File: src/rtl/vga_fb_arbiter_if.sv
// Host write handshake and single-port frame-buffer RAM bus for vga_fb_arbiter.
// The master modport is the arbiter; the slave modport is the host/RAM side.
interface vga_fb_arbiter_if #(
  parameter int ADDR_W = 16
);
  logic              wr_req;
  logic [ADDR_W-1:0] wr_addr;
  logic [23:0]       wr_data;
  logic              wr_ack;
  logic              wr_err;
  logic [ADDR_W-1:0] mem_addr;
  logic              mem_we;
  logic [23:0]       mem_wdata;
  logic [23:0]       mem_rdata;

  modport master (
    input  wr_req, wr_addr, wr_data, mem_rdata,
    output wr_ack, wr_err, mem_addr, mem_we, mem_wdata
  );

  modport slave (
    output wr_req, wr_addr, wr_data, mem_rdata,
    input  wr_ack, wr_err, mem_addr, mem_we, mem_wdata
  );
endinterface

File: src/rtl/vga_fb_arbiter.sv
// Frame-buffer port arbiter: scaled scan-out reads own the RAM during visible
// pixels, host writes fill the remaining cycles with a one-cycle ack.
module vga_fb_arbiter #(
  parameter int IMG_W    = 160,
  parameter int IMG_H    = 300,
  parameter int H_SCALE  = 5,
  parameter int V_SCALE  = 2,
  parameter int ADDR_W   = 16,
  parameter int FB_DEPTH = 48000
) (
  input  logic                   clk,
  input  logic                   rst,
  input  logic                   h_active,
  input  logic                   v_active,
  input  logic                   frame_start,
  vga_fb_arbiter_if.master       bus,
  output logic [23:0]            pixel,
  output logic                   pixel_valid
);

  localparam int COL_W = (IMG_W   > 1) ? $clog2(IMG_W)   : 1;
  localparam int HS_W  = (H_SCALE > 1) ? $clog2(H_SCALE) : 1;
  localparam int VS_W  = (V_SCALE > 1) ? $clog2(V_SCALE) : 1;

  localparam logic [COL_W-1:0]  COL_LAST  = COL_W'(IMG_W - 1);
  localparam logic [HS_W-1:0]   HS_LAST   = HS_W'(H_SCALE - 1);
  localparam logic [VS_W-1:0]   VS_LAST   = VS_W'(V_SCALE - 1);
  localparam logic [ADDR_W-1:0] LINE_STEP = ADDR_W'(IMG_W);
  localparam logic [ADDR_W-1:0] LINE_LAST = ADDR_W'((IMG_H - 1) * IMG_W);

  typedef enum logic {
    SYNC_WAIT = 1'b0,
    SCAN      = 1'b1
  } state_t;

  state_t state_reg, state_next;

  logic [COL_W-1:0]  col_reg, col_next, col_cur;
  logic [HS_W-1:0]   h_sub_reg, h_sub_next, h_sub_cur;
  logic [VS_W-1:0]   v_sub_reg, v_sub_next, v_sub_cur;
  logic [ADDR_W-1:0] line_base_reg, line_base_next, line_base_cur;

  logic        h_active_d_reg;
  logic        pixel_valid_reg;
  logic        ack_reg;
  logic        err_reg;
  logic [23:0] wdata_hold_reg;

  logic disp_rd;
  logic line_end;
  logic wr_accept;
  logic wr_in_range;

  always_ff @(posedge clk or posedge rst) begin
    if (rst) begin
      state_reg <= SYNC_WAIT;
    end else begin
      state_reg <= state_next;
    end
  end

  // rst also gates the combinational port so every output is 0 while it is held
  always_comb begin
    state_next = state_reg;
    if (frame_start) begin
      state_next = SCAN;
    end
    disp_rd = ~rst & h_active & v_active & ((state_reg == SCAN) | frame_start);
  end

  // frame_start coincides with the first visible pixel, so it zeroes the
  // counters used for that very cycle's address, not just the next one
  always_comb begin
    col_cur       = frame_start ? '0 : col_reg;
    h_sub_cur     = frame_start ? '0 : h_sub_reg;
    v_sub_cur     = frame_start ? '0 : v_sub_reg;
    line_base_cur = frame_start ? '0 : line_base_reg;

    col_next       = col_cur;
    h_sub_next     = h_sub_cur;
    v_sub_next     = v_sub_cur;
    line_base_next = line_base_cur;

    line_end = h_active_d_reg & ~h_active & v_active;

    if (disp_rd) begin
      if (h_sub_cur == HS_LAST) begin
        h_sub_next = '0;
        if (col_cur != COL_LAST) begin
          col_next = col_cur + 1'b1;
        end
      end else begin
        h_sub_next = h_sub_cur + 1'b1;
      end
    end else if (line_end) begin
      col_next   = '0;
      h_sub_next = '0;
      if (v_sub_cur == VS_LAST) begin
        v_sub_next = '0;
        if (line_base_cur != LINE_LAST) begin
          line_base_next = line_base_cur + LINE_STEP;
        end
      end else begin
        v_sub_next = v_sub_cur + 1'b1;
      end
    end
  end

  // ack_reg blocks the cycle after an accept so a held request is taken once
  always_comb begin
    wr_in_range   = (32'(bus.wr_addr) < 32'(FB_DEPTH));
    wr_accept     = ~rst & bus.wr_req & ~disp_rd & ~ack_reg;
    bus.mem_we    = wr_accept & wr_in_range;
    bus.mem_addr  = '0;
    if (disp_rd) begin
      bus.mem_addr = line_base_cur + ADDR_W'(col_cur);
    end else if (bus.mem_we) begin
      bus.mem_addr = bus.wr_addr;
    end
    bus.mem_wdata = bus.mem_we ? bus.wr_data : wdata_hold_reg;
    bus.wr_ack    = ack_reg;
    bus.wr_err    = err_reg;
  end

  always_ff @(posedge clk or posedge rst) begin
    if (rst) begin
      col_reg         <= '0;
      h_sub_reg       <= '0;
      v_sub_reg       <= '0;
      line_base_reg   <= '0;
      h_active_d_reg  <= 1'b0;
      pixel_valid_reg <= 1'b0;
      ack_reg         <= 1'b0;
      err_reg         <= 1'b0;
      wdata_hold_reg  <= '0;
    end else begin
      col_reg         <= col_next;
      h_sub_reg       <= h_sub_next;
      v_sub_reg       <= v_sub_next;
      line_base_reg   <= line_base_next;
      h_active_d_reg  <= h_active;
      pixel_valid_reg <= disp_rd;
      ack_reg         <= wr_accept;
      err_reg         <= wr_accept & ~wr_in_range;
      if (bus.mem_we) begin
        wdata_hold_reg <= bus.wr_data;
      end
    end
  end

  // RAM output register supplies the pixel aligned with pixel_valid
  genvar gi;
  generate
    for (gi = 0; gi < 3; gi++) begin : g_chan
      assign pixel[gi*8 +: 8] = pixel_valid_reg ? bus.mem_rdata[gi*8 +: 8] : 8'h00;
    end
  endgenerate

  assign pixel_valid = pixel_valid_reg;

endmodule

File: src/flat_wrapper.sv
// flat-port wrapper written by rule: the top's interface ports become plain ports
module vga_fb_arbiter_flat 
#(
  parameter int IMG_W    = 160,
  parameter int IMG_H    = 300,
  parameter int H_SCALE  = 5,
  parameter int V_SCALE  = 2,
  parameter int ADDR_W   = 16,
  parameter int FB_DEPTH = 48000
)
  (clk, rst, h_active, v_active, frame_start, pixel, pixel_valid, bus_wr_req, bus_wr_addr, bus_wr_data, bus_mem_rdata, bus_wr_ack, bus_wr_err, bus_mem_addr, bus_mem_we, bus_mem_wdata);
  vga_fb_arbiter_if #(.ADDR_W(ADDR_W)) bus_i ();
  input  logic clk;
  input  logic rst;
  input  logic h_active;
  input  logic v_active;
  input  logic frame_start;
  output logic [23:0] pixel;
  output logic pixel_valid;
  input wire logic [$bits(bus_i.wr_req)-1:0] bus_wr_req;
  input wire logic [$bits(bus_i.wr_addr)-1:0] bus_wr_addr;
  input wire logic [$bits(bus_i.wr_data)-1:0] bus_wr_data;
  input wire logic [$bits(bus_i.mem_rdata)-1:0] bus_mem_rdata;
  output wire logic [$bits(bus_i.wr_ack)-1:0] bus_wr_ack;
  output wire logic [$bits(bus_i.wr_err)-1:0] bus_wr_err;
  output wire logic [$bits(bus_i.mem_addr)-1:0] bus_mem_addr;
  output wire logic [$bits(bus_i.mem_we)-1:0] bus_mem_we;
  output wire logic [$bits(bus_i.mem_wdata)-1:0] bus_mem_wdata;
  assign bus_i.wr_req = bus_wr_req;
  assign bus_i.wr_addr = bus_wr_addr;
  assign bus_i.wr_data = bus_wr_data;
  assign bus_i.mem_rdata = bus_mem_rdata;
  assign bus_wr_ack = bus_i.wr_ack;
  assign bus_wr_err = bus_i.wr_err;
  assign bus_mem_addr = bus_i.mem_addr;
  assign bus_mem_we = bus_i.mem_we;
  assign bus_mem_wdata = bus_i.mem_wdata;
  vga_fb_arbiter #(.IMG_W(IMG_W), .IMG_H(IMG_H), .H_SCALE(H_SCALE), .V_SCALE(V_SCALE), .ADDR_W(ADDR_W), .FB_DEPTH(FB_DEPTH)) u_core (.clk(clk), .rst(rst), .h_active(h_active), .v_active(v_active), .frame_start(frame_start), .bus(bus_i), .pixel(pixel), .pixel_valid(pixel_valid));
endmodule
File: config.mk
export PLATFORM = sky130hd
export DESIGN_NAME = vga_fb_arbiter_flat
export DESIGN_NICKNAME = d
export VERILOG_FILES = /design/src/rtl/vga_fb_arbiter_if.sv /design/src/rtl/vga_fb_arbiter.sv /design/src/flat_wrapper.sv
export SDC_FILE = /design/constraint.sdc
export NUM_CORES = 1
export LEC_CHECK = 0
export ABC_AREA = 1
export ABC_CLOCK_PERIOD_IN_PS = 5200
export CAP_MARGIN = 30
export CORE_ASPECT_RATIO = 0.5
export CORE_MARGIN = 2
export CORE_UTILIZATION = 35
export CTS_BUF_LIST = sky130_fd_sc_hd__clkbuf_8
export CTS_CLUSTER_SIZE = 20
export DETAILED_ROUTE_END_ITERATION = 16
export DONT_BUFFER_PORTS = 1
export MAX_ROUTING_LAYER = met4
export PLACE_DENSITY = 0.52
export SYNTH_ARGS = -nofsm -noshare
export SYNTH_HDL_FRONTEND = slang
export SYNTH_SLANG_ARGS = --single-unit
File: constraint.sdc
create_clock -name clk -period 5.2 [get_ports clk]
set_input_delay 1.04 -clock clk [delete_from_list [all_inputs] [get_ports clk]]
set_output_delay 1.04 -clock clk [all_outputs]
set_load 0.01 [all_outputs]
# Word level (Yosys, flattened, before mapping)
# Cells that the tools add are included.
[op_classes]
eq_ne = 3
magnitude_cmp = 1
bitwise_logic = 16
shift = 0
n_addsub = 5
div_mod_pow = 0
reduce_logical = 0
multipliers = 0
n_mux = 24
[ops]
columns = ["cell", "count"]
rows = [
  ["two-way mux 16 bit", 7],
  ["two-way mux 8 bit", 8],
  ["two-way mux 24 bit", 1],
  ["adder 16 x 8 -> 16 bit", 1],
  ["adder 16 x 8 -> 16 bit (second input constant)", 1],
  ["< comparator 16 bit (second input constant)", 1],
  ["!= test 16 bit (second input constant)", 1],
  ["two-way mux 3 bit", 4],
  ["bitwise AND 1 bit", 10],
  ["adder 8 x 1 -> 8 bit (second input constant)", 1],
  ["!= test 8 bit (second input constant)", 1],
  ["NOT 1 bit", 5],
  ["two-way mux 1 bit", 4],
  ["adder 3 x 1 -> 3 bit (second input constant)", 1],
  ["== test 3 bit (second input constant)", 1],
  ["adder 1 bit (second input constant)", 1],
  ["OR 1 bit", 1],
]
[totals]
latch_bits = 0
mem_bits_ro = 0
mem_count = 0
in_bits = 70
ramBits = 0
register_bits = 57

# Longest topological paths before layout
[depth]
ltp_word = 10
mapped_depth = 16
ltp_nobuf = 15

# Least setup slack after synthesis
# No wires, ideal clock.
[synth_path]
kind = "input -> output"
startpoint = "input port frame_start"
endpoint = "output port bus_mem_addr[13]"
path_stages = 11
arrival_ns = 2.395
required_time_ns = 4.160
path_slack_ns = 1.765
path_buffers = 1
path_cell_list = "buf_4 nor2_1 ha_1 inv_1 o21bai_1 a21oi_1 nand2b_1 nand2_1 nand2_1 nand3_1 nand2_1"
[synth_between]
elab_chain_len = 8
elab_cells_between_ends = 11
cone_classes = "add/sub: 1; mux: 4; bitwise: 6"
[synth_lines]
columns = ["item", "line_no", "text"]
rows = [
  ["start: declaration", "flat_wrapper.sv:17", "input logic frame_start;"],
  ["branches (longest 7 deep; another with adder 16 x 8 -> 16 bit)", "-", ""],
  ["two-way mux 16 bit *", "vga_fb_arbiter.sv:115", "if (disp_rd) begin"],
  ["end: declaration", "flat_wrapper.sv:26", "output wire logic [$bits(bus_i.mem_addr)-1:0] bus_mem_addr;"],
]
# Every way passes the cells marked *.

# Worst setup path after layout
[layout_path]
startpoint = "input port frame_start"
endpoint = "output port bus_mem_addr[12]"
# The elaborated chain is that of the path after synthesis.

==> metrics.cfg <==
[clock_tree]
clk_pin_slew_ps = 70
htree_num_levels = 3
root_buffer = clkbuf_8
cts_tree = built
cts_resized = 0
insertion_delay_ps = 360
cts_setup_buffers = 0
cts_max_path_buffers = 2
clkSinkCount = 57
holdBufCountCts = 0
numCtsBuffers = 9

[route]
wl_met1_um = 4292
drc_errors = 0
dr.pass1.iters = 4
dr_wl_met3_um = 679
via_per_inst = 4.706
routed_wl_um = 9288
detail_route.wl_per_cell_um = 13.17
ant_nets = 0
vias = 3318
drt_iter0_drc = 239
wl_met2_um = 4157
dr.max_layer_used = met4

[logic_synthesis]
synth_fa_ha_area_frac = 0.01691
ys_seq_area_frac = 0.3857
synth_mux_area_frac = 0
synth-simple-area-share = 0.3982
synthesis.area_um2 = 3699
ys_warn_count = 0
avgSynthCellArea_um2 = 6.616
syn_inst = 559
synthesis.nets = 634
synth_top_family_by_area = simple AND/OR/NAND/NOR gates
ys.flop_type = dfrtp_1
synth-edff-count = 0
synth-seq-cells = 57
synth_compound_area_frac = 0.05853
synth.distinct_cells = 37
synth-xor-area-share = 0.01894
async_flop_share = 1.000

[worst_setup_path]
crit_top_cell = nand2_1
crit_type = input pin to output pin
r2r_end = u_core.line_base_reg[15]
cp-start-kind = input pin
crit_fanout = 27
path_buf_inv = 2
rr_worst_depth = 11
slowest_stage = inv_4
max_stage_delay_ps = 210
path_cells = inv_4 -> nand2_1 -> nand2_1 -> a21boi_0 -> ha_1 -> inv_1 -> nand2_1 -> nand2_1 -> o21bai_1 -> nand3b_1 -> nand3_1 -> nand3_1 -> nand2_1
critPathArrivalTime_ps = 2700
ff2ff_setup_slack_ps = 3330
crit_family = simple AND/OR/NAND/NOR gates
reg2reg_from = u_core.h_active_d_reg
cp.required_ps = 4160
end_kind = output pin

[layout]
layout-area-overhead-vs-synth_pct = 7.713
regArea_um2 = 1426
antenna_cells = 0
largest_register_ffs = 24
final.fill_count = 1081
fin_nets = 635
multiInputGateArea_um2 = 1822
drive_above_1_share = 0.09027
utilization = 0.3888

[global_route]
grt_pass1_wl_um = 15440
grt_max_degree = 42
gr-usage-all-layers = 0.1783
antenna_found_initial = 0
grt-ovfl-total = 0
grt_pass1_vias = 3199

[sta]
skew_ps = 10.02
final-setup-viol-count = 0
rsz0062_at_grt = no
fmax_ghz = 0.2674
drv_slew = 0
layout_min_cycle_time_ps = 3740
fin_setup_tns_ps = 0
slew_headroom = 0.5187
hold_viol = 0
period_share = 0.7192
tightest_slew_ps = 722.0

[placement]
gp_congestion = 0.8970
dp_hpwl_um = 7072
portBuffers = 0

[power]
ir_worst_vdd_uv = 160.0
power_density_nw_per_um2 = 255.5
power.leakage_nw = 2.295
total_power_mw = 1.018

[hold_path]
min_from = u_core.state_reg
min_path_cells = 1
hold_class = register to register
whs_endpoint = u_core.state_reg

[floorplanning]
io_pins = 138
start_util = 0.3609
rows = 26
fp.coreArea_um2 = 10250
fp.dieW_um = 149.4
die_y_um = 76.69
dieArea_um2 = 11460

[run_status]
status = completed

[job]
cap_violations = 0

[cell usage after synthesis, types with 2 or more instances]
library cell	n	share of area
nor2_2	7	0.012
nand3_2	5	0.014
nor2_4	2	0.0061
o21bai_1	2	0.0041
nand2_1	232	0.24
o21ai_1	5	0.0068
nand3b_1	2	0.0041
inv_2	3	0.0030
ha_1	5	0.017
buf_6	5	0.015
buf_2	3	0.0041
o21ai_0	13	0.018
inv_1	88	0.089
nand2_2	8	0.014
a21oi_1	13	0.018
nor2_1	42	0.043
nand4_1	6	0.010
clkbuf_1	3	0.0030
dfrtp_1	57	0.39
nor3_1	7	0.0095
xor2_1	7	0.017
buf_4	2	0.0041
nand3_1	28	0.038
[area by class of cell]
| cell class | instances | share of cell area |
|---|---|---|
| clock buffers | 9 | 0.03109 |
| inverters | 93 | 0.08857 |
| well taps | 140 | 0.04397 |
| flip-flops and latches | 57 | 0.3580 |
| multi-input cells | 396 | 0.4573 |
| repair buffers | 3 | 0.005653 |
| clock inverters | 7 | 0.01539 |
[layout by cell type, fill, tap and decap left out, types with 2 or more instances in the layout]
master / count
xor2_1: 7
nand3b_1: 2
buf_4: 3
nand3_2: 5
nand2_2: 8
inv_6: 3
inv_1: 87
nor3_1: 7
nor2_4: 2
o21bai_1: 2
o21ai_1: 5
dfrtp_1: 57
inv_2: 4
nand3_1: 28
clkbuf_8: 9
nand4_1: 6
o21ai_0: 13
clkinvlp_4: 2
nor2_1: 42
a21oi_1: 13
ha_1: 5
nand2_1: 232
nor2_2: 7
[stage by stage]
| step | setup WS [ps] | hold slack [ps] | area, um^2 | cells |
|---|---|---|---|---|
| floorplan | 1765 | 442.9 | 3699 | 559 |
| CTS | 1447 | 495.5 | 3984 | 705 |
| global placement | 1490 | 479.4 | 3799 | 689 |
| finish | 1460 | 493.2 | 3984 | 705 |
| detailed placement | 1450 | 470.5 | 3799 | 689 |
| global route | 1222 | 536.8 | 3984 | 705 |
[per-layer routing]
metal	global-route usage	vias to the layer above
met5	-	-
met4	0.06571	0
met3	0.05298	14
met2	0.2830	136
met1	0.2160	1465
li1	-	1703
[power by group]
group / switching (mW) / total [mW] / internal [mW] / leakage, nW
Clock: 0.219 / 0.400 / 0.181 / 0.0888
Sequential: 0.0137 / 0.496 / 0.482 / 0.750
Combinational: 0.0934 / 0.121 / 0.0278 / 1.46
[worst reg2reg max path, cell delays in order, from the launching register on]
cell	delay, ps
dfrtp_1	330
nand2_1	50
nor2_1	180
inv_1	190
nor2_1	350
nand2_2	170
nor2_2	190
inv_2	70
nor2_1	90
nand2_1	50
nand2_1	60
inv_1	30
[cells by family (layout without fill, tap and decap cells)]
family,after synthesis,after routing
AO/OA/AOI/OAI,39,39
XOR/XNOR,8,8
adder cells (fa/ha/maj),5,5
buffers and inverters,106,112
flip-flops,57,57
AND/OR/NAND/NOR,344,344
[worst max-delay path by stage]
| stage | slack, ps | end | start | depth (start not counted) |
|---|---|---|---|---|
| after floorplan | 1760 | bus_mem_addr[13] | frame_start | 11 |
| after global placement | 1490 | bus_mem_addr[15] | frame_start | 14 |
| after detailed placement | 1450 | bus_mem_addr[12] | frame_start | 13 |
| after CTS | 1450 | bus_mem_addr[12] | frame_start | 13 |
| after global routing | 1220 | bus_mem_addr[12] | frame_start | 14 |
| final | 1460 | bus_mem_addr[12] | frame_start | 13 |
(Power assumes the default switching activity.)
